`config.mk`:
```
export PLATFORM = sky130hd
export DESIGN_NAME = pattern_generator_flat
export DESIGN_NICKNAME = d
export VERILOG_FILES = /design/src/rtl/pattern_generator_if.sv /design/src/rtl/pattern_generator.sv /design/src/flat_wrapper.sv
export SDC_FILE = /design/constraint.sdc
export NUM_CORES = 1
export LEC_CHECK = 0
export ABC_AREA = 1
export CORE_MARGIN = 1
export CORE_UTILIZATION = 50
export CTS_BUF_LIST = sky130_fd_sc_hd__clkbuf_4
export DETAILED_ROUTE_END_ITERATION = 10
export GPL_TIMING_DRIVEN = 0
export PLACE_DENSITY = 0.78
export SKIP_LAST_GASP = 1
export SLEW_MARGIN = 20
export SYNTH_ARGS = -nofsm -noshare
export SYNTH_HDL_FRONTEND = slang
export SYNTH_SLANG_ARGS = --single-unit
```
`constraint.sdc`:
```
create_clock -name clk -period 2.03 [get_ports clk]
set_clock_uncertainty 0.2 [all_clocks]
set_input_delay 0.406 -clock clk [delete_from_list [all_inputs] [get_ports clk]]
set_output_delay 0.406 -clock clk [all_outputs]
set_load 0.01 [all_outputs]
```
`src/rtl/pattern_generator_if.sv`:
```
// Control and stream bundle for pattern_generator.
// master: drives tick/start/mode/load/pat_in, observes the stream and status.
// slave : the generator itself.
interface pattern_generator_if #(
  parameter int unsigned PAT_LEN = 6
);
  logic               tick;
  logic               start;
  logic               mode;
  logic               load;
  logic [PAT_LEN-1:0] pat_in;
  logic               X;
  logic               valid;
  logic               busy;
  logic               done;
  logic [3:0]         bit_idx;
  logic [7:0]         frames;

  modport master (
    output tick, start, mode, load, pat_in,
    input  X, valid, busy, done, bit_idx, frames
  );

  modport slave (
    input  tick, start, mode, load, pat_in,
    output X, valid, busy, done, bit_idx, frames
  );
endinterface

```
`src/rtl/pattern_generator.sv`:
```
// Serial bit-pattern transmitter: shifts a PAT_LEN-bit pattern out MSB first,
// one bit per tick, in single-frame or continuous mode with an optional
// GAP-tick idle stretch between repetitions. Counts completed frames.
// Ports:
//   clk   - system clock, rising edge
//   reset - asynchronous, active-low
//   bus   - pattern_generator_if.slave: tick/start/mode/load/pat_in in,
//           X/valid/busy/done/bit_idx/frames out (all registered)
module pattern_generator #(
  parameter int unsigned        PAT_LEN = 6,
  parameter logic [PAT_LEN-1:0] PATTERN = PAT_LEN'(6'b101101),
  parameter int unsigned        GAP     = 0
) (
  input  logic                clk,
  input  logic                reset,
  pattern_generator_if.slave  bus
);

  localparam logic [3:0] LAST_IDX = 4'(PAT_LEN - 1);
  // Only reachable when GAP > 0; the wrapped value for GAP = 0 is never used.
  localparam logic [3:0] GAP_LAST = 4'(GAP - 1);

  typedef enum logic [1:0] {
    ST_IDLE,
    ST_SEND,
    ST_GAP
  } state_t;

  state_t             state_q, state_n;
  logic [PAT_LEN-1:0] pat_q, pat_n;
  logic [PAT_LEN-1:0] sh_q, sh_n;
  logic               x_q, x_n;
  logic               valid_q, valid_n;
  logic               busy_q, busy_n;
  logic               done_q, done_n;
  logic [3:0]         idx_q, idx_n;
  logic [7:0]         frames_q, frames_n;
  logic [3:0]         gap_q, gap_n;
  logic [PAT_LEN-1:0] frame_pat;

  // State and output registers
  always_ff @(posedge clk or negedge reset) begin
    if (!reset) begin
      state_q  <= ST_IDLE;
      pat_q    <= PATTERN;
      sh_q     <= '0;
      x_q      <= 1'b0;
      valid_q  <= 1'b0;
      busy_q   <= 1'b0;
      done_q   <= 1'b0;
      idx_q    <= 4'd0;
      frames_q <= 8'd0;
      gap_q    <= 4'd0;
    end else begin
      state_q  <= state_n;
      pat_q    <= pat_n;
      sh_q     <= sh_n;
      x_q      <= x_n;
      valid_q  <= valid_n;
      busy_q   <= busy_n;
      done_q   <= done_n;
      idx_q    <= idx_n;
      frames_q <= frames_n;
      gap_q    <= gap_n;
    end
  end

  // Next-state and next-output logic
  always_comb begin
    state_n   = state_q;
    pat_n     = pat_q;
    sh_n      = sh_q;
    x_n       = x_q;
    valid_n   = valid_q;
    busy_n    = busy_q;
    done_n    = 1'b0;
    idx_n     = idx_q;
    frames_n  = frames_q;
    gap_n     = gap_q;
    // A load in the start cycle must take effect for that very frame.
    frame_pat = bus.load ? bus.pat_in : pat_q;

    case (state_q)
      ST_IDLE: begin
        if (bus.load) begin
          pat_n = bus.pat_in;
        end
        // tick is deliberately ignored here so the MSB gets a full tick period
        if (bus.start) begin
          state_n = ST_SEND;
          sh_n    = frame_pat;
          x_n     = frame_pat[PAT_LEN-1];
          valid_n = 1'b1;
          busy_n  = 1'b1;
          idx_n   = 4'd0;
        end
      end

      ST_SEND: begin
        if (bus.tick) begin
          if (idx_q != LAST_IDX) begin
            // sh_q holds the frame aligned so that its MSB is the bit on X
            idx_n = idx_q + 4'd1;
            sh_n  = sh_q << 1;
            x_n   = sh_q[PAT_LEN-2];
          end else begin
            frames_n = frames_q + 8'd1;
            done_n   = 1'b1;
            idx_n    = 4'd0;
            if (!bus.mode) begin
              state_n = ST_IDLE;
              x_n     = 1'b0;
              valid_n = 1'b0;
              busy_n  = 1'b0;
            end else if (GAP == 0) begin
              sh_n = pat_q;
              x_n  = pat_q[PAT_LEN-1];
            end else begin
              state_n = ST_GAP;
              x_n     = 1'b0;
              valid_n = 1'b0;
              gap_n   = 4'd0;
            end
          end
        end
      end

      ST_GAP: begin
        // Counter value k means k gap ticks already seen; leave after GAP ticks.
        if (bus.tick) begin
          if (gap_q == GAP_LAST) begin
            state_n = ST_SEND;
            sh_n    = pat_q;
            x_n     = pat_q[PAT_LEN-1];
            valid_n = 1'b1;
            idx_n   = 4'd0;
          end else begin
            gap_n = gap_q + 4'd1;
          end
        end
      end

      default: begin
        state_n = ST_IDLE;
      end
    endcase
  end

  assign bus.X       = x_q;
  assign bus.valid   = valid_q;
  assign bus.busy    = busy_q;
  assign bus.done    = done_q;
  assign bus.bit_idx = idx_q;
  assign bus.frames  = frames_q;

endmodule
```
`src/flat_wrapper.sv`:
```
// flat-port wrapper written by rule: the top's interface ports become plain ports
module pattern_generator_flat 
#(
  parameter int unsigned        PAT_LEN = 6,
  parameter logic [PAT_LEN-1:0] PATTERN = PAT_LEN'(6'b101101),
  parameter int unsigned        GAP     = 0
)
  (clk, reset, bus_tick, bus_start, bus_mode, bus_load, bus_pat_in, bus_X, bus_valid, bus_busy, bus_done, bus_bit_idx, bus_frames);
  pattern_generator_if #(.PAT_LEN(PAT_LEN)) bus_i ();
  input  logic clk;
  input  logic reset;
  input wire logic [$bits(bus_i.tick)-1:0] bus_tick;
  input wire logic [$bits(bus_i.start)-1:0] bus_start;
  input wire logic [$bits(bus_i.mode)-1:0] bus_mode;
  input wire logic [$bits(bus_i.load)-1:0] bus_load;
  input wire logic [$bits(bus_i.pat_in)-1:0] bus_pat_in;
  output wire logic [$bits(bus_i.X)-1:0] bus_X;
  output wire logic [$bits(bus_i.valid)-1:0] bus_valid;
  output wire logic [$bits(bus_i.busy)-1:0] bus_busy;
  output wire logic [$bits(bus_i.done)-1:0] bus_done;
  output wire logic [$bits(bus_i.bit_idx)-1:0] bus_bit_idx;
  output wire logic [$bits(bus_i.frames)-1:0] bus_frames;
  assign bus_i.tick = bus_tick;
  assign bus_i.start = bus_start;
  assign bus_i.mode = bus_mode;
  assign bus_i.load = bus_load;
  assign bus_i.pat_in = bus_pat_in;
  assign bus_X = bus_i.X;
  assign bus_valid = bus_i.valid;
  assign bus_busy = bus_i.busy;
  assign bus_done = bus_i.done;
  assign bus_bit_idx = bus_i.bit_idx;
  assign bus_frames = bus_i.frames;
  pattern_generator #(.PAT_LEN(PAT_LEN), .PATTERN(PATTERN), .GAP(GAP)) u_core (.clk(clk), .reset(reset), .bus(bus_i));
endmodule
```
== Word level (Yosys, flattened, before mapping) ==
Cells that the tools add are included.
Word-level totals
  register bits after elaboration: 33
  memories: 0
  logic and storage cells: 75
  memory bits (writable): 0
  ROM bits: 0
  latch bits: 0
Cells by class
  eq/ne operators: 11
  $add $sub $neg: 3
  $mul: 0
  divide/modulo/power cells: 0
  mux-type cells: 39
  magnitude comparators: 0
  shift-type cells: 0
  reduce and logical (&&, ||, !) cells: 10
  bitwise logic cells: 2
Operators with widths (count)
  $mux 5: 6
  $mux 4: 5
  $mux 1: 15
  $pmux 5 s3: 1
  $mux 2: 6
  $pmux 4 s3: 1
  $reduce_and 6->1: 2
  $ne 2x2->1 const B: 5
  $reduce_and 5->1: 2
  $add 4x1->4 const B: 2
  $add 8x1->8 const B: 1
  $reduce_and 7->1: 1
  $mux 6: 1
  $pmux 1 s3: 2
  $pmux 2 s3: 1
  $reduce_and 3->1: 2
  $eq 4x4->1 const B: 1
  $ne 4x3->1 const B: 1
  $ne 3x2->1 const B: 1
  $reduce_bool 3->1: 1
  $eq 2x1->1 const B: 1
  $eq 2x2->1 const B: 1
  $logic_not 2->1: 1
  $ne 2x1->1 const B: 1
  other kinds (3): 4

== Depth between registers and ports, before layout ==
Gate-level depths: netlist of run 1.
  depth in word-level cells: 4
  gate-level depth with buffers: 9
  gate-level depth less buffers: 9

== Worst setup path after synthesis of run 1 ==
OpenSTA, ideal clock, no wires.
  path type: reg-to-reg
  start: reg u_core.idx_q[1] (netlist: u_core.bus.bit_idx[1])
  end: reg u_core.frames_q[7] (netlist: u_core.bus.frames[7])
  stages on the path, launching flop included: 10
  path slack: 0.421 ns
  clock period less this slack: 1.609 ns
  path buffers: 0
  arrival: 1.293 ns
  cells stage by stage: dfrtp_1 > inv_1 > ha_1 > nand2_2 > nor2_4 > nand2_4 > nor2_8 > nand2_1 > nand2_1 > nand2_1
Between the ends
  longest elaborated chain between the ends: 3
Ends and longest elaborated chain
  from (decl): line pattern_generator.sv:36  | logic [3:0] idx_q, idx_n;
  from (signal assigned): line pattern_generator.sv:62  | idx_q <= idx_n;
  $ne 4x3->1: line pattern_generator.sv:101  | if (idx_q != LAST_IDX) begin
  $not 1->1 (no source line)
  $reduce_and 3->1 (no source line)
  to (signal assigned): line pattern_generator.sv:63  | frames_q <= frames_n;
  to (decl): line pattern_generator.sv:37  | logic [7:0] frames_q, frames_n;
No other way between the ends.
A chain may end at the register's enable or synchronous reset.

== Worst setup path after layout of run 1 ==
  start: reg u_core.frames_q[3] (netlist: u_core.bus.frames[3])
  end: out bus_frames[3]
RTL lines
  to (decl): line flat_wrapper.sv:22  | output wire logic [$bits(bus_i.frames)-1:0] bus_frames;
No word-level cell between the ends.

==> impl_results.md, run 1 <==
* Primary FF master, synth: dfrtp_1
* Gr usage total at 0.215
* H-tree Lvls at 1
* Post-route cell area at 0.00173 mm^2
* Synth-to-Final Area Change at 28.0%
* Core area at 0.00252 mm^2
* Crit. End Element: output port
* Global route overflow at 0
* Avg Inst Size Synth at 8.25 um^2
* Register area share after synthesis at 0.484
* Die W at 54.0 um
* Hold WC Path Type: reg -> reg
* Slew @ Worst Pin at 587 ps
* Post-route DRC at 0
* Area leader, netlist: dfrtp_1
* PortBufs at 27
* Fillers at 211
* Initial DRC Count at 18
* Crit path kind: reg -> out
* Vias/cell at 5.05
* Status: finished clean
* Mapped Area at 0.00135 mm^2
* Std-Cell Rows at 18
* CTS tree: yes
* First-pass GRT wire length at 4410 um
* Slew margin rel. at 0.609
* Antenna Nets Post-Route at 0
* Clock Sink Count at 26
* Final hold vios at 0
* Setup-failing EPs final at 0
* Nets at 213
* Largest stage delay on the critical path at 570 ps
* Die Y at 54.0 um
* FMAX at 0.507 GHz
* Post-layout min period at 1970 ps
* Crit Path Max Fanout at 4
* Layout cells sized above 1 at 0.142
* Seq cells post-synth at 26
* CP max stage cell: clkdlybuf4s50_1
* Later-pin clock latency in the skew report at 330 ps
* Leak Pwr at 0.902 nW
* Top cells by area, synth: dfrtp_1 41%, nand2_1 14%, dfstp_2 7.8%, inv_1 6.9%, o21ai_0 5.5%
* Ys async rst share at 1.00
* Worst EP arrival at 1370 ps
* Post-synth cell types at 27
* Worst setup SP type: register
* Placer Congestion at 0.794
* Warnings from Yosys at 0
* Avg WL per Cell at 11.9 um
* Dpl hpwl at 1960 um
* Initial antenna violation count at 0
* Clock-pin slew on the worst setup and hold paths at 140 ps
* CP required at 1420 ps
* Starting Density at 0.537
* Sequence of cells on the critical path: clkdlybuf4s50_1
* Synth top area share at 0.407
* Top post-synthesis cells by count: 50 x nand2_1, 25 x inv_1, 22 x dfrtp_1
* Routed wire length at 2700 um
* Final setup TNS at 0 ps
* Largest net degree at the start of global routing at 27
* Top delay family on crit path: buffers and inverters
* TritonCTS Buffers at 3
* Peak VDD IR at 818 uV
* Post-Syn Instances at 164
* Most common cell in the netlist: nand2_1
* Clk root buf: clkbuf_4
* RSZ-0062 raised after global routing: no
* EDFF count, synth at 0
* Vias at 1,147
* Worst Path Buf+Inv at 1
* Max clock buf depth at 2
* Ant. Diodes at 0
* Max Cap Viol at 0
* Drt pass-1 iters at 4
* Fin Hold WS at 298 ps
* Placed cell areas at 0.00166 mm^2
* Fin crit share at 0.973
* Top-level I/O count at 28
* Die area at 0.00292 mm^2
* Syn Nets at 179
* Vias in the first global route at 996
* Count of pins over their slew limit at 0
* Power per cell area at 1140 mW/mm^2
sequential cells by signal, summed over array words and instances, names as in the netlist:
name / count
u_core.pat_q: 6
u_core.bus.X: 1
u_core.bus.bit_idx: 4
u_core.bus.done: 1
u_core.bus.frames: 8
u_core.sh_q: 5
u_core.state_q: 1
area by class of cell:
cell class,instances,area (um^2),share of cell area
Multi-Input combinational cell,109,584,0.337
Sequential cell,26,659,0.381
Inverter,27,101,0.0585
Timing Repair Buffer,29,285,0.165
Clock buffer,3,22.5,0.0130
Tap cell,30,37.5,0.0217
Buffer,2,12.5,0.00722
Clock inverter,1,30.0,0.0173
path summary, 6_finish.rpt:
path                       slack, ps                              start  cells past startpoint                               end
hold / removal                   300         u_core.sh_q[2]$_DFFE_PN0P_                      2        u_core.sh_q[2]$_DFFE_PN0P_
setup / recovery                  60   u_core.bus.frames[3]$_DFFE_PN0P_                      1                     bus_frames[3]
max in group asynchronous        820                              reset                      2  u_core.bus.frames[2]$_DFFE_PN0P_
min in group asynchronous        390                              reset                      2       u_core.pat_q[4]$_DFFE_PN0N_
hold reg to reg                  300         u_core.sh_q[2]$_DFFE_PN0P_                      2        u_core.sh_q[2]$_DFFE_PN0P_
setup reg to reg                 290  u_core.bus.bit_idx[1]$_DFFE_PN0P_                      9  u_core.bus.frames[5]$_DFFE_PN0P_
metal layers:
metal | vias up | track usage | share of wire
li1 | 578 | - | -
met1 | 535 | 0.270 | 0.44
met2 | 29 | 0.370 | 0.50
met4 | 0 | 0.0769 | 0.014
met5 | - | 0 | 0
met3 | 5 | 0.0367 | 0.041
what timing repair did:
| item | in CTS | in global routing |
|---|---|---|
| endpoints found under the hold margin | 22 | 0 |
| gates resized for setup | 0 | 4 |
| setup endpoints to repair | 1 | 4 |
| hold buffers | 1 | 0 |
| setup buffers | 1 | 0 |
per-stage QoR:
stage | utilization | power [mW] | setup slack [ps] | instances
after floorplan | - | 1.31 | 421 | 164
final | 0.687 | 1.97 | 55.7 | 227
after CTS | 0.685 | 1.99 | 12.4 | 227
after global routing | 0.687 | 2.12 | 2.05 | 227
after detailed placement | 0.657 | 1.62 | 150 | 221
after global placement | 0.659 | 1.58 | 32.1 | 221
power breakdown:
part	leakage (nW)	internal [mW]	switching [mW]
registers	0.322	0.726	0.143
clock network	0.0279	0.200	0.155
logic	0.552	0.356	0.395
tightest hold or removal path, delay by kind of cell, from the launching register on:
family,cells,cell delay [ps]
and+or+nand+nor,2,110
DFF,1,370
cells by family (layout without fill, tap and decap cells):
| kind of cell | count (synthesis) | count (layout) | share of synthesized area |
|---|---|---|---|
| and+or+nand+nor | 76 | 76 | 0.262 |
| buffers and inverters | 29 | 62 | 0.0841 |
| AOI/OAI and AO/OA | 24 | 24 | 0.0915 |
| xor gates and xnor gates | 6 | 6 | 0.0499 |
| DFF | 26 | 26 | 0.484 |
| adders and majority gates | 3 | 3 | 0.0277 |
layout by cell type (no fill, tap or decap), types with 2 or more instances in the layout:
cell and count:
nand2_1 50, inv_1 25, clkdlybuf4s50_1 25, dfrtp_1 19, o21ai_0 15, nand3_1 10, a21oi_1 5, nand2_2 4
nor2_1 4, dfstp_2 4, o22ai_1 3, ha_1 3, clkbuf_4 3, dfrtp_2 3, inv_2 2, buf_2 2
xnor2_1 2, xor2_1 2, buf_4 2
Note: power is estimated with default switching activity, not from simulation.
==> run 2, diff against run 1 <==
- CORE_ASPECT_RATIO: unset -> 1.1
- SETUP_SLACK_MARGIN: unset -> 0.1
==> impl_results.md, run 2 (synthesis gave the netlist of run 1 again) <==
* Status: finished clean
* Clock Power Share at 0.170
* Top-level I/O count at 28
* Commonest cells after routing, fill and taps aside: 50 x nand2_1, 25 x inv_1, 23 x clkdlybuf4s50_1, 17 x dfrtp_1
* Crit. End Element: output port
* Avg WL per Cell at 12.4 um
* Worst Slack Setup Final at 142 ps
* Layout cells sized above 1 at 0.205
* Dpl hpwl at 1990 um
* Worst EP arrival at 1280 ps
* Leak Pwr at 0.983 nW
* Vias at 1,211
* Setup-failing EPs final at 0
* CTS tree: yes
* Synth-to-Final Area Change at 35.6%
* TritonCTS Buffers at 3
* Post-layout min period at 1890 ps
* First-pass GRT wire length at 5040 um
* Nets at 226
* Die area at 0.00292 mm^2
* Fin crit share at 0.930
* CP max stage cell: clkdlybuf4s50_1
* PortBufs at 27
* Hold WC Path Type: reg -> reg
* Largest stage delay on the critical path at 580 ps
* Slew @ Worst Pin at 573 ps
* RSZ-0062 raised after global routing: no
* Top delay family on crit path: buffers and inverters
* Initial DRC Count at 34
* Max Cap Viol at 0
* Routed wire length at 2980 um
* Slew margin rel. at 0.618
* Commonest non-fill, non-tap cell in the layout: nand2_1
* Dpl ws at 171 ps
* Crit path kind: reg -> out
* Crit Path Max Fanout at 2
* Int Pwr at 1.37 mW
* Drt pass-1 iters at 4
* Initial antenna violation count at 0
* Final setup TNS at 0 ps
* Comb pwr share at 0.444
* Worst Path Buf+Inv at 1
* Placer Congestion at 0.807
* Worst Reg-to-Reg Cells at 10
* Die W at 51.6 um
* CP required at 1420 ps
* H-tree Lvls at 1
* Antenna Nets Post-Route at 0
* Vias/cell at 5.02
* Count of pins over their slew limit at 0
* Worst setup SP type: register
* Power per cell area at 1150 mW/mm^2
* Core area at 0.00254 mm^2
* Fin Hold WS at 299 ps
* Starting Density at 0.532
* Post-route DRC at 0
* Sw Share at 0.349
* Gr usage total at 0.233
* Final hold vios at 0
* Psw at 0.735 mW
* Clk root buf: clkbuf_4
* Later-pin clock latency in the skew report at 320 ps
* Max reg flops at 8
* Sequential power share at 0.387
* Ant. Diodes at 0
* Die Y at 56.6 um
* Clock-pin slew on the worst setup and hold paths at 150 ps
* Vias in the first global route at 1,191
* Largest net degree at the start of global routing at 27
* WP depth at 1
* Peak VDD IR at 977 uV
* Tot Pwr at 2.11 mW
* Global route overflow at 0
* FMAX at 0.530 GHz
* Sequence of cells on the critical path: clkdlybuf4s50_1
* Std-Cell Rows at 19
* Max clock buf depth at 2
* Clock Sink Count at 26
* WHS Path Cells at 2
[run 2: changes by cell type in the layout (fill, tap and decap cells not counted)]
cell,change
clkdlybuf4s50_1,-2
buf_4,+13
dfrtp_1,-2
dlygate4sd2_1,+1
dlymetal6s2s_1,+1
dfrtp_2,+2
[run 2: area by class of cell]
cell class,instances,area (um^2)
clock inverter,1,30.0
timing repair buffer,42,384
fill,199,708
buffer,2,12.5
clock buffer,3,22.5
tap,31,38.8
multi-input combinational,109,584
sequential,26,662
inverter,27,101
[run 2: power by group through the flow]
stage | registers [mW] | clock network (mW) | logic [mW]
2_1_floorplan | 0.886 | 0 | 0.425
3_5_place_dp | 0.874 | 0 | 0.745
5_1_grt | 0.831 | 0.381 | 1.05
3_3_place_gp | 0.863 | 0 | 0.720
4_1_cts | 0.816 | 0.360 | 0.899
6_report | 0.815 | 0.357 | 0.935
[run 2: what timing repair did]
| item | CTS | global route |
|---|---|---|
| resized for setup | 6 | 2 |
| buffers inserted | 7 | 7 |
| pin swaps | 0 | 1 |
| endpoints found under the setup margin | 9 | 7 |
| endpoints found under the hold margin | 22 | 0 |
| hold buffers | 1 | 0 |
[run 2: final timing paths]
kind | endpoint | from | slack [ps]
worst max-delay path | bus_bit_idx[1] | u_core.bus.bit_idx[1]$_DFFE_PN0P_ | 140
worst min-delay path | u_core.sh_q[3]$_DFFE_PN0P_ | u_core.sh_q[3]$_DFFE_PN0P_ | 300
worst max register to register | u_core.bus.frames[7]$_DFFE_PN0P_ | u_core.bus.bit_idx[1]$_DFFE_PN0P_ | 260
worst min register to register | u_core.sh_q[3]$_DFFE_PN0P_ | u_core.sh_q[3]$_DFFE_PN0P_ | 300
max in group asynchronous | u_core.bus.bit_idx[3]$_DFFE_PN0P_ | reset | 830
min in group asynchronous | u_core.state_q[0]$_DFFE_PN0P_ | reset | 390
[run 2: through the flow]
step	area (um^2)	instances	utilization
floorplan	1350	164	-
global placement	1660	222	0.654
detailed placement	1660	222	0.652
CTS	1780	234	0.699
global route	1840	241	0.722
finish	1840	241	0.722
[run 2: metal layers]
layer | vias to the layer above | part of all wire | GRT usage
li1 | 600 | - | -
met1 | 569 | 0.44 | 0.301
met2 | 35 | 0.50 | 0.382
met3 | 7 | 0.043 | 0.0325
met4 | 0 | 0.020 | 0.104
met5 | - | 0 | 0
